[config.mk]
export PLATFORM = sky130hd
export DESIGN_NAME = alu_issue_stage
export DESIGN_NICKNAME = d
export VERILOG_FILES = /design/src/rtl/alu_issue_stage.sv
export SDC_FILE = /design/constraint.sdc
export NUM_CORES = 1
export LEC_CHECK = 0
export ABC_AREA = 1
export BUFFER_PORTS_ARGS = -buffer_cell sky130_fd_sc_hd__buf_2
export CAP_MARGIN = 20
export CORE_ASPECT_RATIO = 0.75
export CORE_UTILIZATION = 25
export CTS_BUF_LIST = sky130_fd_sc_hd__clkbuf_8
export CTS_CLUSTER_SIZE = 25
export DETAILED_ROUTE_END_ITERATION = 8
export SLEW_MARGIN = 20
export SYNTH_ARGS = -nofsm -noshare
export SYNTH_HDL_FRONTEND = slang
export SYNTH_SLANG_ARGS = --single-unit
[constraint.sdc]
create_clock -name clk -period 1.7 [get_ports clk]
set_input_delay 0.34 -clock clk [delete_from_list [all_inputs] [get_ports clk]]
set_output_delay 0.34 -clock clk [all_outputs]
set_load 0.005 [all_outputs]
[src/rtl/alu_issue_stage.sv]
// RV32I decode/issue stage feeding the execute ALU through a 2-entry skid buffer.
// 1-cycle latency, in_ready registered; optional ILLEGAL_TRAP_EN adds the registered illegal flag.
module alu_issue_stage #(
  parameter int XLEN   = 32,
  parameter int CTRL_W = 5
) (
  input  logic              clk,
  input  logic              rst,
  input  logic              in_valid,
  output logic              in_ready,
  input  logic [31:0]       in_instr,
  input  logic [XLEN-1:0]   in_pc,
  input  logic              flush,
  output logic              out_valid,
  input  logic              out_ready,
  output logic [CTRL_W-1:0] alu_ctrl,
  output logic              a_sel,
  output logic              b_sel,
  output logic [XLEN-1:0]   imm,
  output logic [4:0]        rs1,
  output logic [4:0]        rs2,
  output logic [4:0]        rd,
  output logic              reg_write,
  output logic              mem_read,
  output logic              mem_write,
  output logic [XLEN-1:0]   out_pc
`ifdef ILLEGAL_TRAP_EN
  ,
  output logic              illegal
`endif
);

  localparam logic [CTRL_W-1:0] ALU_SLL = CTRL_W'(0),  ALU_SRL = CTRL_W'(1),  ALU_SRA = CTRL_W'(2);
  localparam logic [CTRL_W-1:0] ALU_ADD = CTRL_W'(3),  ALU_SUB = CTRL_W'(4),  ALU_LUI = CTRL_W'(5);
  localparam logic [CTRL_W-1:0] ALU_AUIPC = CTRL_W'(6), ALU_XOR = CTRL_W'(7), ALU_OR = CTRL_W'(8);
  localparam logic [CTRL_W-1:0] ALU_AND = CTRL_W'(9),  ALU_SLT = CTRL_W'(10), ALU_SLTU = CTRL_W'(11);
  localparam logic [CTRL_W-1:0] ALU_BEQ = CTRL_W'(12), ALU_BNE = CTRL_W'(13), ALU_BLT = CTRL_W'(14);
  localparam logic [CTRL_W-1:0] ALU_BGE = CTRL_W'(15), ALU_BLTU = CTRL_W'(16), ALU_BGEU = CTRL_W'(17);
  localparam logic [CTRL_W-1:0] ALU_JAL = CTRL_W'(18), ALU_JALR = CTRL_W'(19), ALU_LOAD = CTRL_W'(20);
  localparam logic [CTRL_W-1:0] ALU_STORE = CTRL_W'(21);

  localparam logic [6:0] OPC_OP = 7'h33, OPC_OPIMM = 7'h13, OPC_LUI = 7'h37, OPC_AUIPC = 7'h17;
  localparam logic [6:0] OPC_BRANCH = 7'h63, OPC_JAL = 7'h6F, OPC_JALR = 7'h67;
  localparam logic [6:0] OPC_LOAD = 7'h03, OPC_STORE = 7'h23;

  typedef struct packed {
    logic [CTRL_W-1:0] alu;
    logic              a_sel;
    logic              b_sel;
    logic [XLEN-1:0]   imm;
    logic [4:0]        rs1;
    logic [4:0]        rs2;
    logic [4:0]        rd;
    logic              rw;
    logic              mr;
    logic              mw;
    logic [XLEN-1:0]   pc;
`ifdef ILLEGAL_TRAP_EN
    logic              ill;
`endif
  } entry_t;

  typedef enum logic [1:0] {S_EMPTY, S_ONE, S_SKID} state_t;

  state_t      r_state, w_state_nxt;
  entry_t      r_main, r_skid, w_dec, w_rst_entry;
  logic        r_out_valid, r_in_ready;
  logic        w_accept, w_load_main, w_load_skid, w_skid_to_main, w_bad;
  logic [6:0]  w_op, w_f7;
  logic [2:0]  w_f3;
  logic [31:0] w_imm_i, w_imm_s, w_imm_b, w_imm_j;
  logic [XLEN-1:0] w_imm_u;

  function automatic logic [CTRL_W-1:0] f3_alu(input logic [2:0] f3, input logic sub, input logic sra);
    case (f3)
      3'b000:  f3_alu = sub ? ALU_SUB : ALU_ADD;
      3'b001:  f3_alu = ALU_SLL;
      3'b010:  f3_alu = ALU_SLT;
      3'b011:  f3_alu = ALU_SLTU;
      3'b100:  f3_alu = ALU_XOR;
      3'b101:  f3_alu = sra ? ALU_SRA : ALU_SRL;
      3'b110:  f3_alu = ALU_OR;
      default: f3_alu = ALU_AND;
    endcase
  endfunction

  assign w_op    = in_instr[6:0];
  assign w_f3    = in_instr[14:12];
  assign w_f7    = in_instr[31:25];
  assign w_imm_i = {{20{in_instr[31]}}, in_instr[31:20]};
  assign w_imm_s = {{20{in_instr[31]}}, in_instr[31:25], in_instr[11:7]};
  assign w_imm_b = {{19{in_instr[31]}}, in_instr[31], in_instr[7], in_instr[30:25], in_instr[11:8], 1'b0};
  assign w_imm_j = {{11{in_instr[31]}}, in_instr[31], in_instr[19:12], in_instr[20], in_instr[30:21], 1'b0};
  assign w_imm_u = XLEN'({12'b0, in_instr[31:12]});

  always_comb begin
    w_dec     = '0;
    w_bad     = 1'b0;
    w_dec.alu = ALU_ADD;
    w_dec.rs1 = in_instr[19:15];
    w_dec.rs2 = in_instr[24:20];
    w_dec.rd  = in_instr[11:7];
    w_dec.pc  = in_pc;
    case (w_op)
      OPC_OP: begin
        w_dec.alu = f3_alu(w_f3, w_f7[5], w_f7[5]);
        w_dec.rw  = 1'b1;
        w_bad     = !(w_f7 == 7'h00 || (w_f7 == 7'h20 && (w_f3 == 3'b000 || w_f3 == 3'b101)));
      end
      OPC_OPIMM: begin
        w_dec.alu   = f3_alu(w_f3, 1'b0, w_f7[5]);
        w_dec.b_sel = 1'b1;
        w_dec.rw    = 1'b1;
        w_dec.imm   = XLEN'($signed(w_imm_i));
        if (w_f3 == 3'b001 || w_f3 == 3'b101) begin
          w_dec.imm = XLEN'({27'b0, in_instr[24:20]});
          w_bad     = (w_f7 != 7'h00) && (w_f7 != 7'h20);
        end
      end
      OPC_LUI: begin
        w_dec.alu = ALU_LUI; w_dec.b_sel = 1'b1; w_dec.imm = w_imm_u; w_dec.rw = 1'b1;
      end
      OPC_AUIPC: begin
        w_dec.alu = ALU_AUIPC; w_dec.a_sel = 1'b1; w_dec.b_sel = 1'b1;
        w_dec.imm = w_imm_u;   w_dec.rw = 1'b1;
      end
      OPC_BRANCH: begin
        w_dec.a_sel = 1'b1; w_dec.b_sel = 1'b1; w_dec.imm = XLEN'($signed(w_imm_b));
        case (w_f3)
          3'b000:  w_dec.alu = ALU_BEQ;
          3'b001:  w_dec.alu = ALU_BNE;
          3'b100:  w_dec.alu = ALU_BLT;
          3'b101:  w_dec.alu = ALU_BGE;
          3'b110:  w_dec.alu = ALU_BLTU;
          3'b111:  w_dec.alu = ALU_BGEU;
          default: w_bad = 1'b1;
        endcase
      end
      OPC_JAL: begin
        w_dec.alu = ALU_JAL; w_dec.a_sel = 1'b1; w_dec.b_sel = 1'b1;
        w_dec.imm = XLEN'($signed(w_imm_j)); w_dec.rw = 1'b1;
      end
      OPC_JALR: begin
        w_dec.alu = ALU_JALR; w_dec.b_sel = 1'b1; w_dec.imm = XLEN'($signed(w_imm_i));
        w_dec.rw  = 1'b1;     w_bad = (w_f3 != 3'b000);
      end
      OPC_LOAD: begin
        w_dec.alu = ALU_LOAD; w_dec.b_sel = 1'b1; w_dec.imm = XLEN'($signed(w_imm_i));
        w_dec.mr  = 1'b1;     w_dec.rw = 1'b1;
        w_bad     = (w_f3 == 3'b011) || (w_f3 == 3'b110) || (w_f3 == 3'b111);
      end
      OPC_STORE: begin
        w_dec.alu = ALU_STORE; w_dec.b_sel = 1'b1; w_dec.imm = XLEN'($signed(w_imm_s));
        w_dec.mw  = 1'b1;      w_bad = (w_f3 > 3'b010);
      end
      default: w_bad = 1'b1;
    endcase
    // Illegal encodings collapse to a side-effect-free ADD.
    if (w_bad) begin
      w_dec.alu = ALU_ADD; w_dec.a_sel = 1'b0; w_dec.b_sel = 1'b0; w_dec.imm = '0;
      w_dec.rw  = 1'b0;    w_dec.mr = 1'b0;    w_dec.mw = 1'b0;
    end
    if (w_dec.rd == 5'd0) w_dec.rw = 1'b0;
`ifdef ILLEGAL_TRAP_EN
    w_dec.ill = w_bad;
`endif
  end

  always_comb begin
    w_rst_entry     = '0;
    w_rst_entry.alu = ALU_ADD;
  end

  assign w_accept = in_valid & r_in_ready;

  always_comb begin
    w_state_nxt    = r_state;
    w_load_main    = 1'b0;
    w_load_skid    = 1'b0;
    w_skid_to_main = 1'b0;
    if (flush) begin
      w_state_nxt = S_EMPTY;
    end else begin
      case (r_state)
        S_EMPTY: if (w_accept) begin w_load_main = 1'b1; w_state_nxt = S_ONE; end
        S_ONE: begin
          if (out_ready) begin
            if (w_accept) w_load_main = 1'b1;
            else          w_state_nxt = S_EMPTY;
          end else if (w_accept) begin
            w_load_skid = 1'b1;
            w_state_nxt = S_SKID;
          end
        end
        S_SKID:  if (out_ready) begin w_skid_to_main = 1'b1; w_state_nxt = S_ONE; end
        default: w_state_nxt = S_EMPTY;
      endcase
    end
  end

  always_ff @(posedge clk) begin
    if (rst) begin
      r_state     <= S_EMPTY;
      r_out_valid <= 1'b0;
      r_in_ready  <= 1'b1;
    end else begin
      r_state     <= w_state_nxt;
      r_out_valid <= (w_state_nxt != S_EMPTY);
      r_in_ready  <= (w_state_nxt != S_SKID);
    end
  end

  always_ff @(posedge clk) begin
    if (rst) begin
      r_main <= w_rst_entry;
      r_skid <= w_rst_entry;
    end else begin
      if (w_load_main)         r_main <= w_dec;
      else if (w_skid_to_main) r_main <= r_skid;
      if (w_load_skid)         r_skid <= w_dec;
    end
  end

  assign in_ready  = r_in_ready;
  assign out_valid = r_out_valid;
  assign alu_ctrl  = r_main.alu;
  assign a_sel     = r_main.a_sel;
  assign b_sel     = r_main.b_sel;
  assign imm       = r_main.imm;
  assign rs1       = r_main.rs1;
  assign rs2       = r_main.rs2;
  assign rd        = r_main.rd;
  assign reg_write = r_main.rw;
  assign mem_read  = r_main.mr;
  assign mem_write = r_main.mw;
  assign out_pc    = r_main.pc;
`ifdef ILLEGAL_TRAP_EN
  assign illegal   = r_main.ill;
`endif

endmodule
==> metrics.md, run 1 <==
| Metric | Value |
|---|---|
| Final RePlAce weighted congestion | 0.921 |
| Kind of critical path | in -> reg |
| Via density per instance | 4.77 |
| Placed inst area | 9210 um2 |
| Filler cells | 3222 |
| Final hold vios | 0 |
| Clock transition at path regs | 0.08 ns |
| Critical path cell sequence | buf_2, nand2_1, inv_1, nand3_2, nor2_1, nand2_1, nand3_1, nor2_4, nand3_2, a21oi_1 |
| Cts hold-fix bufs | 0 |
| Clock root cell | clkbuf_8 |
| Mapped Cells | 1036 |
| Antenna viol nets, final | 0 |
| Fmax | 620 MHz |
| Per-cell routed wire length | 15.5 um |
| Hold crit path type | in -> reg |
| Width of the die | 204 um |
| Pleak | 4.15 nW |
| Standard-cell rows | 55 |
| Psw | 0.00202 W |
| Total grt overflow | 0 |
| Sw frac | 26.4% |
| Clock latency on the worst-skew pair | 0.44 ns |
| PortBufs | 159 |
| First-pass GRT wire length | 39000 um |
| Core ar. | 30100 um2 |
| Buf/Inv on CP | 2 |
| Worst-Margin Slew | 0.467 ns |
| Setup TNS | 0 ns |
| 1st-pass router iterations | 5 |
| Synth warn | 0 |
| Most frequent cells in the layout | 160 x dfxtp_1, 159 x buf_2, 149 x nand2_1 |
| Die Y-Extent | 154 um |
| Syn Std Cell Area | 7650 um2 |
| Register area share after synthesis | 41.9% |
| Most common cell after layout, fill and taps aside | dfxtp_1 |
| Run status | finished clean |
| Syn nets | 1110 |
| CP max stage delay | 0.47 ns |
| Crit path launch type | primary input |
| Initial antenna violation count | 1 |
| EDFF count, synth | 0 |
| Critical path's slowest cell | nor2_4 |
| Post-Syn Area per Cell | 7.39 um2 |
| DPL Wire Length | 17800 um |
| Post-synth ARST share | 0% |
| Layout cell share with drive strength beyond 1 | 27.4% |
| Synth unique cells | 33 |
| Maxcap violations | 0 |
| Crit path time final | 1.61 ns |
| Layout Nets | 1282 |
| RSZ-0062 raised after global routing | yes |
| Peak supply drop | 0.447 mV |
| Critical Path Sink Type | flip-flop |
| Part of the power in registers | 51.6% |
| WHS | 0.156 ns |
| Clk network pwr share | 35.2% |
| Vias in the first global route | 7037 |
| Die footprint | 31300 um2 |
| Max-slew violations | 0 |
| Largest net degree at the start of global routing | 69 |
| Pwr dens | 794 nW/um2 |
| Area of the multi-input gates | 3640 um2 |
| CP Max Fanout | 15 |
| Period utilization | 94.9% |
| Initial drt markers | 499 |
| CP top delay family | simple AND/OR/NAND/NOR gates |
| Top_reg_cell synth | dfxtp_1 |
| CTS tree | built |
| H-tree depth | 4 |
| Logic pwr share | 13.2% |
| # setup viols final | 0 |
| Cell internal pwr | 0.00562 W |
| Post-synthesis register bit count | 160 |
| Gr usage total | 16.0% |
| Drc violations | 0 |
| Reg area | 3200 um2 |
| Clock Skew | 0.00906 ns |
| Num ports | 160 |
| Finished Core Util | 31.9% |
| Worst rel slew slack | 68.8% |
| CTS sink cnt | 160 |
| Critical Path AT | 1.99 ns |
| WL final | 25100 um |
| Fin area | 9620 um2 |
| Area growth from synthesis to layout | 25.8% |
| CTS max path bufs | 2 |
| Total Power | 0.00764 W |
| Starting Density | 25.4% |
| Worst endpoint required time | 2.08 ns |
| Vias | 7701 |
| Total CTS buffers | 17 |
==> logic make-up (layout without fill, tap and decap cells) <==
family | Yosys count | after routing | share of synthesized area (%)
and+or+nand+nor | 422 | 423 | 26.6
AOI/OAI and AO/OA | 258 | 258 | 19.3
buffers and inverters | 189 | 367 | 11.1
DFF | 160 | 160 | 41.9
adders and majority gates | 5 | 5 | 0.818
muxes | 2 | 2 | 0.294
other | 0 | 1 | 0
==> stage by stage <==
step / setup slack, ns / instances
floorplan: 0.149 / 1036
global placement: -0.572 / 1586
detailed placement: -0.576 / 1586
CTS: -0.0592 / 1612
global route: -0.0633 / 1614
finish: 0.0871 / 1615
==> cells in the mapped netlist, types with 23 or more instances <==
| cell | instances | area (um2) |
|---|---|---|
| o21ai_0 | 90 | 450 |
| buf_2 | 23 | 115 |
| nand3_1 | 79 | 395 |
| nand2_1 | 151 | 567 |
| inv_1 | 90 | 338 |
| nand4_1 | 29 | 181 |
| nand3_2 | 30 | 300 |
| nor2_1 | 113 | 424 |
| a21oi_1 | 118 | 591 |
| dfxtp_1 | 160 | 3200 |
| clkbuf_1 | 43 | 161 |
| a221oi_1 | 41 | 359 |
==> tightest hold or removal path: stages <==
cell and delay (ns):
buf_2 0.08, a221oi_1 0.07, nor2_1 0.07
==> worst paths after layout <==
path	start	to	slack, ns	cells after the start
setup / recovery	in_instr[1]	imm[19]	0.09	10
hold / removal	in_pc[17]	out_pc[17]	0.16	3
setup reg to reg	r_state[0]	r_skid[29]	0.10	8
hold reg to reg	r_skid[30]	r_skid[30]	0.45	2
==> state kept, by name, summed over array words and instances (netlist names) <==
| signal | cells |
|---|---|
| alu_ctrl | 5 |
| in_ready | 1 |
| rs1 | 5 |
| imm | 21 |
| mem_write | 1 |
| out_pc | 32 |
| b_sel | 1 |
| reg_write | 1 |
| a_sel | 1 |
| r_state | 2 |
| rs2 | 5 |
| r_skid | 78 |
| mem_read | 1 |
| out_valid | 1 |
| rd | 5 |
==> what timing repair did <==
action / 4_1_cts / 5_1_grt
setup endpoints to repair: 41 / 106
buffers inserted: 0 / 1
gates resized for setup: 0 / 13
pin swaps: 2 / 1
cloned: 0 / 1
==> power by group through the flow <==
stage / Combinational [W] / Clock, W / Sequential [W]
6_report: 0.00101 / 0.00269 / 0.00394
3_3_place_gp: 0.000992 / 0 / 0.00403
2_1_floorplan: 0.000519 / 0 / 0.00403
3_5_place_dp: 0.000998 / 0 / 0.00403
5_1_grt: 0.00112 / 0.00295 / 0.00396
4_1_cts: 0.00100 / 0.00280 / 0.00394
==> metal layers <==
layer | global-route usage, % | vias to the layer above | wire [um]
li1 | - | 3820 | -
met1 | 23.7 | 3571 | 12400
met2 | 22.5 | 287 | 10200
met3 | 3.86 | 23 | 2010
met4 | 4.80 | 0 | 400
met5 | 0 | - | 0
==> final cells by class <==
| type | instances | area share, % |
|---|---|---|
| Multi-Input combinational cell | 688 | 37.8 |
| Sequential cell | 160 | 33.3 |
| Timing Repair Buffer | 240 | 16.1 |
| Tap cell | 399 | 5.19 |
| Inverter | 101 | 3.94 |
| Clock buffer | 19 | 2.72 |
| Clock inverter | 7 | 0.949 |
| Antenna cell | 1 | 0.0260 |
(Power assumes the default switching activity.)
==> inputs of run 2 (changes only) <==
==> constraint.sdc (replaced) <==
create_clock -name clk -period 1.7 [get_ports clk]
set_input_delay 0.255 -clock clk [delete_from_list [all_inputs] [get_ports clk]]
set_output_delay 0.255 -clock clk [all_outputs]
set_load 0.005 [all_outputs]
==> metrics.md, run 2 (synthesis results as in run 1) <==
| Metric | Value |
|---|---|
| CTS max path bufs | 2 (unchanged) |
| Total grt overflow | 0 (unchanged) |
| Setup ws final | 0.0359 ns (-0.0512 ns) |
| CP Max Fanout | 5 (-10) |
| Worst rel slew slack | 57.3% (-12 points) |
| Run status | finished clean |
| Clock latency on the worst-skew pair | 0.44 ns (about the same) |
| First-pass GRT wire length | 38900 um (-0.18%) |
| Largest net degree at the start of global routing | 80 (+16%) |
| Worst-Margin Slew | 0.641 ns (+0.174 ns) |
| Crit path time final | 1.66 ns (+0.0512 ns) |
| Via density per instance | 4.78 (+0.31%) |
| Per-cell routed wire length | 16.0 um (+3.2%) |
| Max FFs per register | 78 (unchanged) |
| Worst Hold Path EP | out_pc[17] |
| Vias | 7773 (+0.93%) |
| DPL Wire Length | 17400 um (-1.9%) |
| Standard-cell rows | 55 (unchanged) |
| WL final | 26000 um (+3.8%) |
| RR Endpoint | out_pc[21] |
| Worst endpoint required time | 2.00 ns (-0.08 ns) |
| Placed inst area | 9160 um2 (-0.57%) |
| Period utilization | 97.9% (+3.0 points) |
| Setup TNS | 0 ns (unchanged) |
| Vias in the first global route | 6850 (-2.7%) |
| Reg2reg start | in_ready |
| Part of the power in registers | 51.6% (about the same) |
| Area growth from synthesis to layout | 29.9% |
| H-tree depth | 4 (unchanged) |
| DP Worst Slack | -0.530 ns (+0.0460 ns) |
| Layout cell share with drive strength beyond 1 | 30.4% (+3.0 points) |
| Psw | 0.00216 W (+6.8%) |
| Maxcap violations | 0 (unchanged) |
| Hold crit path type | in -> reg |
| Fin area | 9940 um2 (+3.3%) |
| Kind of critical path | reg -> reg |
| Final hold vios | 0 (unchanged) |
| Most frequent cells in the layout | 159 x buf_2, 157 x dfxtp_1, 148 x nand2_1 |
| Clock transition at path regs | 0.09 ns (about the same) |
| CTS sink cnt | 160 (unchanged) |
| WHS | 0.0643 ns (-0.0916 ns) |
| Crit path launch type | flip-flop |
| Final RePlAce weighted congestion | 0.908 (-1.4%) |
| Worst R2R Setup Slack | 0.04 ns (-0.06 ns) |
| Total Power | 0.00766 W (+0.27%) |
| Die footprint | 31300 um2 (unchanged) |
| Starting Density | 25.4% (unchanged) |
| Antenna viol nets, final | 0 (unchanged) |
| Most common cell after layout, fill and taps aside | buf_2 |
| Gr usage total | 16.0% (-0.026 points) |
| Peak supply drop | 0.586 mV (+31%) |
| Initial drt markers | 535 (+7.2%) |
| Logic pwr share | 14.6% (+1.4 points) |
| Layout Nets | 1287 (+0.39%) |
| Drc violations | 0 (unchanged) |
| Die Y-Extent | 154 um (unchanged) |
| Largest Register | r_skid |
| Total CTS buffers | 17 (unchanged) |
| Sw frac | 28.1% (+1.7 points) |
| Critical Path Sink Type | flip-flop |
| Worst hold start | in_pc[17] |
| Fmax | 601 MHz (-3.1%) |
| Initial antenna violation count | 1 (unchanged) |
| # setup viols final | 0 (unchanged) |
| Clock root cell | clkbuf_8 |
| Pwr dens | 771 nW/um2 (-2.9%) |
| Critical Path AT | 1.97 ns (-0.02 ns) |
| 1st-pass router iterations | 5 (unchanged) |
| RSZ-0062 raised after global routing | yes |
| PortBufs | 159 (unchanged) |
| Num ports | 160 (unchanged) |
| Cell internal pwr | 0.00550 W (-2.1%) |
| Width of the die | 204 um (unchanged) |
| CTS tree | built |
| Max-slew violations | 0 (unchanged) |
| Core ar. | 30100 um2 (unchanged) |
| Reg2reg path depth | 9 (+1) |
| Hold path cells | 3 (unchanged) |
| Clock Skew | 0.0108 ns (+0.00170 ns) |
| Pleak | 4.27 nW (+2.8%) |
| Clk network pwr share | 33.8% (-1.4 points) |
run 2: cell count changes in the layout (fill, tap and decap cells not counted), moves of 3 or more:
cell        before  now
a221oi_1        39   14
a221oi_2         4   27
clkbuf_16        0    3
clkinv_2         3    0
clkinvlp_4       1    4
dfxtp_1        160  157
dfxtp_2          0    3
inv_1           88   92
inv_6            0    3
o21ai_0         85   90
o21ai_1          5    0
run 2: critical path, stage by stage, from the launching register on:
cell	delay [ns]
dfxtp_2	0.35
nand2_4	0.07
nor2_4	0.13
nand3_4	0.10
nand2_4	0.11
clkinvlp_4	0.14
buf_6	0.16
clkbuf_16	0.16
a221oi_4	0.23
nor2_1	0.07
run 2: area by class of cell:
class	instances	area [um2]
Antenna cell	1	2.50
Clock buffer	21	289
Clock inverter	10	63.8
Fill cell	3290	20200
Inverter	101	383
Multi-Input combinational cell	688	3860
Sequential cell	160	3210
Tap cell	399	499
Timing Repair Buffer	245	1630
run 2: what timing repair did:
action                                  4_1_cts  5_1_grt
resized for setup                             2       46
cloned                                        0        6
buffers inserted                              0        8
endpoints found under the setup margin       48      109
hold buffers                                  0        0
pin swaps                                     1        6
run 2: worst max path at each step:
stage,start,to,slack [ns],cells past startpoint
floorplan,in_ready,out_pc[28],0.16,9
global placement,in_instr[1],imm[8],-0.47,12
detailed placement,in_instr[14],r_skid[86],-0.53,10
CTS,in_instr[1],r_skid[66],-0.003,10
global route,in_ready,out_pc[21],-0.08,9
finish,in_ready,out_pc[21],0.04,9
run 2: power groups by stage:
| stage | combinational, W | clock [W] | sequential (W) |
|---|---|---|---|
| 2_1_floorplan | 0.000519 | 0 | 0.00403 |
| 3_3_place_gp | 0.000988 | 0 | 0.00403 |
| 3_5_place_dp | 0.000993 | 0 | 0.00403 |
| 4_1_cts | 0.000998 | 0.00268 | 0.00394 |
| 5_1_grt | 0.00123 | 0.00287 | 0.00397 |
| 6_report | 0.00112 | 0.00259 | 0.00395 |
run 2: layer usage:
metal  vias up  track usage [%]  part of all wire [%]
li1       3840                -                     -
met1      3613             24.3                    50
met2       299             21.5                    41
met3        21             4.30                   7.9
met4         0             4.41                   1.7
met5         -                0                     0
run 2: per-stage QoR:
stage / cells / util (%)
detailed placement: 1579 / 30.4
global placement: 1579 / 30.4
CTS: 1610 / 31.6
finish: 1625 / 33.0
floorplan: 1036 / -
global route: 1624 / 33.0
